`src/rtl/packet_error_marker.sv`:
```
// AXI-Stream packet qualifier: checks beat count and TKEEP integrity, registers each
// beat once, marks bad packets via TUSER on the last beat and truncates overlong ones.
module packet_error_marker #(
  parameter int DW        = 512,
  parameter int MIN_BEATS = 1,
  parameter int MAX_BEATS = 128
) (
  input  logic              clk,
  input  logic              resetn,
  input  logic [DW-1:0]     AXIS_IN_TDATA,
  input  logic [DW/8-1:0]   AXIS_IN_TKEEP,
  input  logic              AXIS_IN_TUSER,
  input  logic              AXIS_IN_TLAST,
  input  logic              AXIS_IN_TVALID,
  output logic              AXIS_IN_TREADY,
  output logic [DW-1:0]     AXIS_OUT_TDATA,
  output logic [DW/8-1:0]   AXIS_OUT_TKEEP,
  output logic              AXIS_OUT_TUSER,
  output logic              AXIS_OUT_TLAST,
  output logic              AXIS_OUT_TVALID,
  input  logic              AXIS_OUT_TREADY,
  output logic              bad_packet_strb,
  output logic              trunc_strb,
  output logic [31:0]       good_count,
  output logic [31:0]       bad_count
);

  localparam int KW = DW / 8;
  localparam int CW = $clog2(MAX_BEATS + 1);

  localparam logic [0:0] ST_PASS  = 1'b0;
  localparam logic [0:0] ST_DRAIN = 1'b1;

  localparam logic [CW-1:0] MIN_N = CW'(MIN_BEATS);
  localparam logic [CW-1:0] MAX_N = CW'(MAX_BEATS);

  logic [0:0]    state_q, state_d;
  logic [CW-1:0] beat_cnt_q, beat_cnt_d;
  logic          sticky_q, sticky_d;

  logic [DW-1:0] data_q;
  logic [KW-1:0] keep_q;
  logic          user_q, last_q, valid_q, valid_d;
  logic          bad_strb_q, trunc_strb_q;
  logic [31:0]   good_cnt_q, bad_cnt_q;

  logic          accept;
  logic [CW-1:0] beat_n;
  logic          keep_full, keep_contig, err_now;
  logic          load, ld_last, ld_user, trunc_now;

  assign AXIS_IN_TREADY = (state_q == ST_DRAIN) | ~valid_q | AXIS_OUT_TREADY;
  assign accept         = AXIS_IN_TVALID & AXIS_IN_TREADY;
  assign beat_n         = beat_cnt_q + CW'(1);

  // A legal final TKEEP is a non-empty run of ones starting at byte 0.
  assign keep_full   = &AXIS_IN_TKEEP;
  assign keep_contig = (AXIS_IN_TKEEP & (AXIS_IN_TKEEP + KW'(1))) == '0;
  assign err_now     = AXIS_IN_TUSER
                     | (~AXIS_IN_TLAST & ~keep_full)
                     | (AXIS_IN_TLAST & ((AXIS_IN_TKEEP == '0) | ~keep_contig))
                     | (AXIS_IN_TLAST & (beat_n < MIN_N));

  always_comb begin
    // NOTE: every output of this block gets a default first so no path can infer a latch.
    state_d    = state_q;
    beat_cnt_d = beat_cnt_q;
    sticky_d   = sticky_q;
    load       = 1'b0;
    ld_last    = 1'b0;
    ld_user    = 1'b0;
    trunc_now  = 1'b0;
    case (state_q)
      ST_PASS: begin
        if (accept) begin
          load = 1'b1;
          if (AXIS_IN_TLAST) begin
            ld_last    = 1'b1;
            ld_user    = sticky_q | err_now;
            sticky_d   = 1'b0;
            beat_cnt_d = '0;
          end else if (beat_n == MAX_N) begin
            ld_last    = 1'b1;
            ld_user    = 1'b1;
            trunc_now  = 1'b1;
            sticky_d   = 1'b0;
            beat_cnt_d = '0;
            state_d    = ST_DRAIN;
          end else begin
            sticky_d   = sticky_q | err_now;
            beat_cnt_d = beat_n;
          end
        end
      end
      ST_DRAIN: begin
        if (accept && AXIS_IN_TLAST) state_d = ST_PASS;
      end
      default: state_d = ST_PASS;
    endcase
  end

  assign valid_d = load | (valid_q & ~AXIS_OUT_TREADY);

  // NOTE: state registers use non-blocking assignments so every flop samples pre-edge values.
  always_ff @(posedge clk or negedge resetn) begin
    if (!resetn) begin
      state_q    <= ST_PASS;
      beat_cnt_q <= '0;
      sticky_q   <= 1'b0;
      valid_q    <= 1'b0;
    end else begin
      state_q    <= state_d;
      beat_cnt_q <= beat_cnt_d;
      sticky_q   <= sticky_d;
      valid_q    <= valid_d;
    end
  end

  // NOTE: the data path is reset as well, because TDATA/TKEEP must read zero out of reset.
  always_ff @(posedge clk or negedge resetn) begin
    if (!resetn) begin
      data_q <= '0;
      keep_q <= '0;
      user_q <= 1'b0;
      last_q <= 1'b0;
    end else if (load) begin
      data_q <= AXIS_IN_TDATA;
      keep_q <= AXIS_IN_TKEEP;
      user_q <= ld_user;
      last_q <= ld_last;
    end
  end

  // Strobes and counters reflect the packet end just loaded into the output register.
  always_ff @(posedge clk or negedge resetn) begin
    if (!resetn) begin
      bad_strb_q   <= 1'b0;
      trunc_strb_q <= 1'b0;
      good_cnt_q   <= '0;
      bad_cnt_q    <= '0;
    end else begin
      bad_strb_q   <= load & ld_last & ld_user;
      trunc_strb_q <= trunc_now;
      if (load && ld_last && !ld_user && (good_cnt_q != '1)) good_cnt_q <= good_cnt_q + 32'd1;
      if (load && ld_last &&  ld_user && (bad_cnt_q  != '1)) bad_cnt_q  <= bad_cnt_q  + 32'd1;
    end
  end

  assign AXIS_OUT_TDATA  = data_q;
  assign AXIS_OUT_TKEEP  = keep_q;
  assign AXIS_OUT_TUSER  = user_q;
  assign AXIS_OUT_TLAST  = last_q;
  assign AXIS_OUT_TVALID = valid_q;
  assign bad_packet_strb = bad_strb_q;
  assign trunc_strb      = trunc_strb_q;
  assign good_count      = good_cnt_q;
  assign bad_count       = bad_cnt_q;

endmodule

```
`config.mk`:
```
export PLATFORM = sky130hd
export DESIGN_NAME = packet_error_marker
export DESIGN_NICKNAME = d
export VERILOG_FILES = /design/src/rtl/packet_error_marker.sv
export SDC_FILE = /design/constraint.sdc
export NUM_CORES = 1
export LEC_CHECK = 0
export ABC_AREA = 1
export ABC_CLOCK_PERIOD_IN_PS = 4400
export CAP_MARGIN = 10
export CORE_AREA = 2 2 471 473
export DETAILED_ROUTE_END_ITERATION = 8
export DIE_AREA = 0 0 473 475
export GPL_ROUTABILITY_DRIVEN = 0
export GPL_TIMING_DRIVEN = 0
export PLACE_DENSITY_LB_ADDON = 0.05
export SYNTH_ARGS = -nofsm -noshare
export SYNTH_HDL_FRONTEND = slang
export SYNTH_SLANG_ARGS = --single-unit
```
`constraint.sdc`:
```
create_clock -name clk -period 4.4 [get_ports clk]
set_input_delay 0.44 -clock clk [delete_from_list [all_inputs] [get_ports clk]]
set_output_delay 0.44 -clock clk [all_outputs]
set_load 0.02 [all_outputs]
```
==> results.json <==
{
  "p_leak_nw": 21.9,
  "grt_max_degree": 98,
  "r2r_start": "good_count[5]$_DFFE_PN0P_",
  "fin_nets": 5532,
  "synth_flop_cell": "dfrtp_1",
  "r2r_setup_slack_ps": 1170,
  "fmax_mhz": 310,
  "setup.worst_path.start_class": "register",
  "cts_hold_buf": 1,
  "syn2layout_area_growth_pct": 67.8,
  "routedWlPerCell_um": 24.5,
  "synthesis.area_mm2": 0.0285,
  "end_kind": "register",
  "crit_start": "good_count[5]$_DFFE_PN0P_",
  "cp_max_fo": 10,
  "yosys_warnings": 0,
  "setup_tns_ps": 0,
  "fill_cells": 24500,
  "finish.utilization_pct": 21.8,
  "relSlewSlack_pct": 23.0,
  "post_cts_resize_count": 0,
  "endpoint": "good_count[21]$_DFFE_PN0P_",
  "dp_hpwl_um": 158000,
  "synth_nets": 4199,
  "synthSimpleGateAreaFrac_pct": 35.1,
  "die_h_um": 475,
  "synth_cell_type_count": 35,
  "grt_pass1_vias": 30300,
  "holdWs_ps": 236,
  "status": "completed",
  "design.core.area_mm2": 0.219,
  "rows": 172,
  "finalSetupViolations": 0,
  "cts_sinks": 655,
  "drc": 0,
  "worst_ep_arrival_time_ps": 3860,
  "clock_path_buffers": 3,
  "drive_gt1_share_pct": 3.78,
  "synth_top_family_by_area": "simple AND/OR/NAND/NOR gates",
  "yosys-mux-area-fraction_pct": 0,
  "pin_count": 1228,
  "peakVddDrop_mv": 0.275,
  "syn_avg_cell_area_um2": 7.88,
  "clkTransAtPathRegs_ps": 60,
  "synth-compound-area-share_pct": 1.70,
  "grt_pass1_wl_um": 261000,
  "drtAntennaViolNets": 0,
  "rsz0062_at_grt": "no",
  "tightest_slew_ps": 1150,
  "wirelength_um": 194000,
  "synth_edf_count": 0,
  "post_cts_buffers": 0,
  "antenna_found_initial": 118,
  "die_width_um": 473,
  "synthCells": 3614,
  "synthXorXnorAreaFrac_pct": 1.88,
  "finalHoldViolCount": 0,
  "numPortBuffers": 1226,
  "clock_skew_ps": 55.8,
  "yosysSeqAreaShare_pct": 57.5,
  "cts_root_buf": "clkbuf_16",
  "cp.required_ps": 5030,
  "grt_use_total_pct": 16.8,
  "dr_total_vias": 28500,
  "initialDrtViolationCount": 1208,
  "synth_top_area_share_pct": 57.5,
  "synth_area_leader_cell": "dfrtp_1",
  "start_util_pct": 13.0,
  "path_class": "reg -> reg",
  "r2r-end": "good_count[21]$_DFFE_PN0P_",
  "async_reset_ff_share_pct": 100,
  "htreeDepth": 3,
  "cts_tree": "done",
  "slew_viol_final": 0,
  "fin_crit_ps": 3230,
  "synth_area_leaders": "dfrtp_1 58%, nand2_1 28%, nor2_1 3.5%",
  "firstDrtPassIters": 5,
  "die_area_mm2": 0.225,
  "maxCapViolCount": 0,
  "insertion_delay_ps": 740,
  "pwr_density_cell_mw_per_mm2": 439,
  "hold_path.class": "in -> reg",
  "cts_made_buffers": 96,
  "vias_per_cell": 3.60,
  "min_period_over_period_pct": 73.4,
  "ys_ff_latch": 655,
  "grt_overflow_total": 0,
  "yosys.area_share.adder_pct": 0.132,
  "r2r_cells": 11
}
[sequential cells by signal, summed over array words and instances, names as in the netlist]
| signal | cells |
|---|---|
| AXIS_OUT_TDATA | 512 |
| AXIS_OUT_TKEEP | 64 |
| AXIS_OUT_TLAST | 1 |
| AXIS_OUT_TUSER | 1 |
| AXIS_OUT_TVALID | 1 |
| bad_count | 32 |
| bad_packet_strb | 1 |
| beat_cnt_q | 8 |
| good_count | 32 |
| state_q | 1 |
| sticky_q | 1 |
| trunc_strb | 1 |
[routing by layer]
metal	track usage, %	up-vias	part of all wire, %
li1	-	13800	-
met1	17.7	13300	37
met2	30.8	877	52
met3	7.13	329	9.2
met4	4.02	152	2.3
met5	0	-	0.48
[worst min path at each step]
stage                              startpoint                              end  slack, ps  depth (start not counted)
5_1_grt                    AXIS_IN_TDATA[413]  AXIS_OUT_TDATA[413]$_DFFE_PN0P_        180                          3
3_3_place_gp   AXIS_OUT_TDATA[32]$_DFFE_PN0P_   AXIS_OUT_TDATA[32]$_DFFE_PN0P_        450                          2
4_1_cts                    AXIS_IN_TDATA[413]  AXIS_OUT_TDATA[413]$_DFFE_PN0P_        130                          3
3_5_place_dp   AXIS_OUT_TKEEP[43]$_DFFE_PN0P_   AXIS_OUT_TKEEP[43]$_DFFE_PN0P_        460                          2
6_report                   AXIS_IN_TDATA[399]  AXIS_OUT_TDATA[399]$_DFFE_PN0P_        240                          3
2_1_floorplan                          resetn    AXIS_OUT_TDATA[0]$_DFFE_PN0P_        140                          0
[critical path, cell delays in order, from the launching register on]
cell and delay, ps:
dfrtp_1 470, inv_1 100, nor4_1 530, nand2_1 320, nor2_1 310, nand3_1 200, inv_1 90, nand4_1 170
inv_2 240, buf_1 470, o21bai_1 150, nand2_1 70
[power by group]
group | switching, W | internal [W] | total [W] | leakage, nW
combinational | 0.00328 | 0.00228 | 0.00556 | 12.4
clock | 0.00335 | 0.00467 | 0.00802 | 1.55
sequential | 0.000533 | 0.00686 | 0.00740 | 8.02
[cells by family (layout without fill, tap and decap cells)]
kind of cell | after synthesis | after routing
AND/OR/NAND/NOR | 2552 | 2552
AO/OA/AOI/OAI | 79 | 79
other | 0 | 16
flip-flops | 655 | 655
XOR/XNOR | 61 | 61
buffers and inverters | 264 | 1672
adder cells (fa/ha/maj) | 3 | 3
[synthesized netlist by cell type (4+ instances only)]
library cell	n
clkbuf_1	138
xor2_1	50
nand4_1	52
xnor2_1	11
o21bai_1	29
o21ai_0	37
buf_2	5
nor2_4	7
nand2_1	2101
dfrtp_1	655
inv_1	110
nor3_1	28
nor2_1	264
o22ai_1	4
nor4_1	17
a21oi_1	5
nand3_1	71
[through the flow]
stage	power, W	setup WS (ps)	instance area [µm²]	std cells
after floorplan	0.00946	2030	28500	3614
after global placement	0.0133	-34900	44300	7711
after detailed placement	0.0132	210	44600	7719
after CTS	0.0216	848	47800	7893
after global routing	0.0221	779	47800	7894
final	0.0210	1170	47800	7909
[cell type report]
cell class                      count  area, µm²  area share, %
Multi-Input combinational cell   2695      11100           23.1
Sequential cell                   655      16400           34.3
Clock buffer                      146       2830           5.92
Buffer                            152        616           1.29
Tap cell                         2871       3590           7.52
Antenna cell                       16       40.0         0.0838
Clock inverter                     27        338          0.707
Inverter                          112        420          0.880
Timing Repair Buffer             1235      12500           26.2
[placed cells by master (no fill, tap or decap), types with 16 or more instances in the layout]
| cell type | n |
|---|---|
| nand2_1 | 2101 |
| clkdlybuf4s50_1 | 1225 |
| dfrtp_1 | 655 |
| nor2_1 | 264 |
| clkbuf_1 | 160 |
| inv_1 | 110 |
| clkbuf_16 | 96 |
| nand3_1 | 71 |
| nand4_1 | 52 |
| xor2_1 | 50 |
| o21ai_0 | 37 |
| o21bai_1 | 29 |
| nor3_1 | 28 |
| clkbuf_8 | 24 |
| nor4_1 | 17 |
| diode_2 | 16 |
No activity file was read; power rests on OpenSTA's default activity.
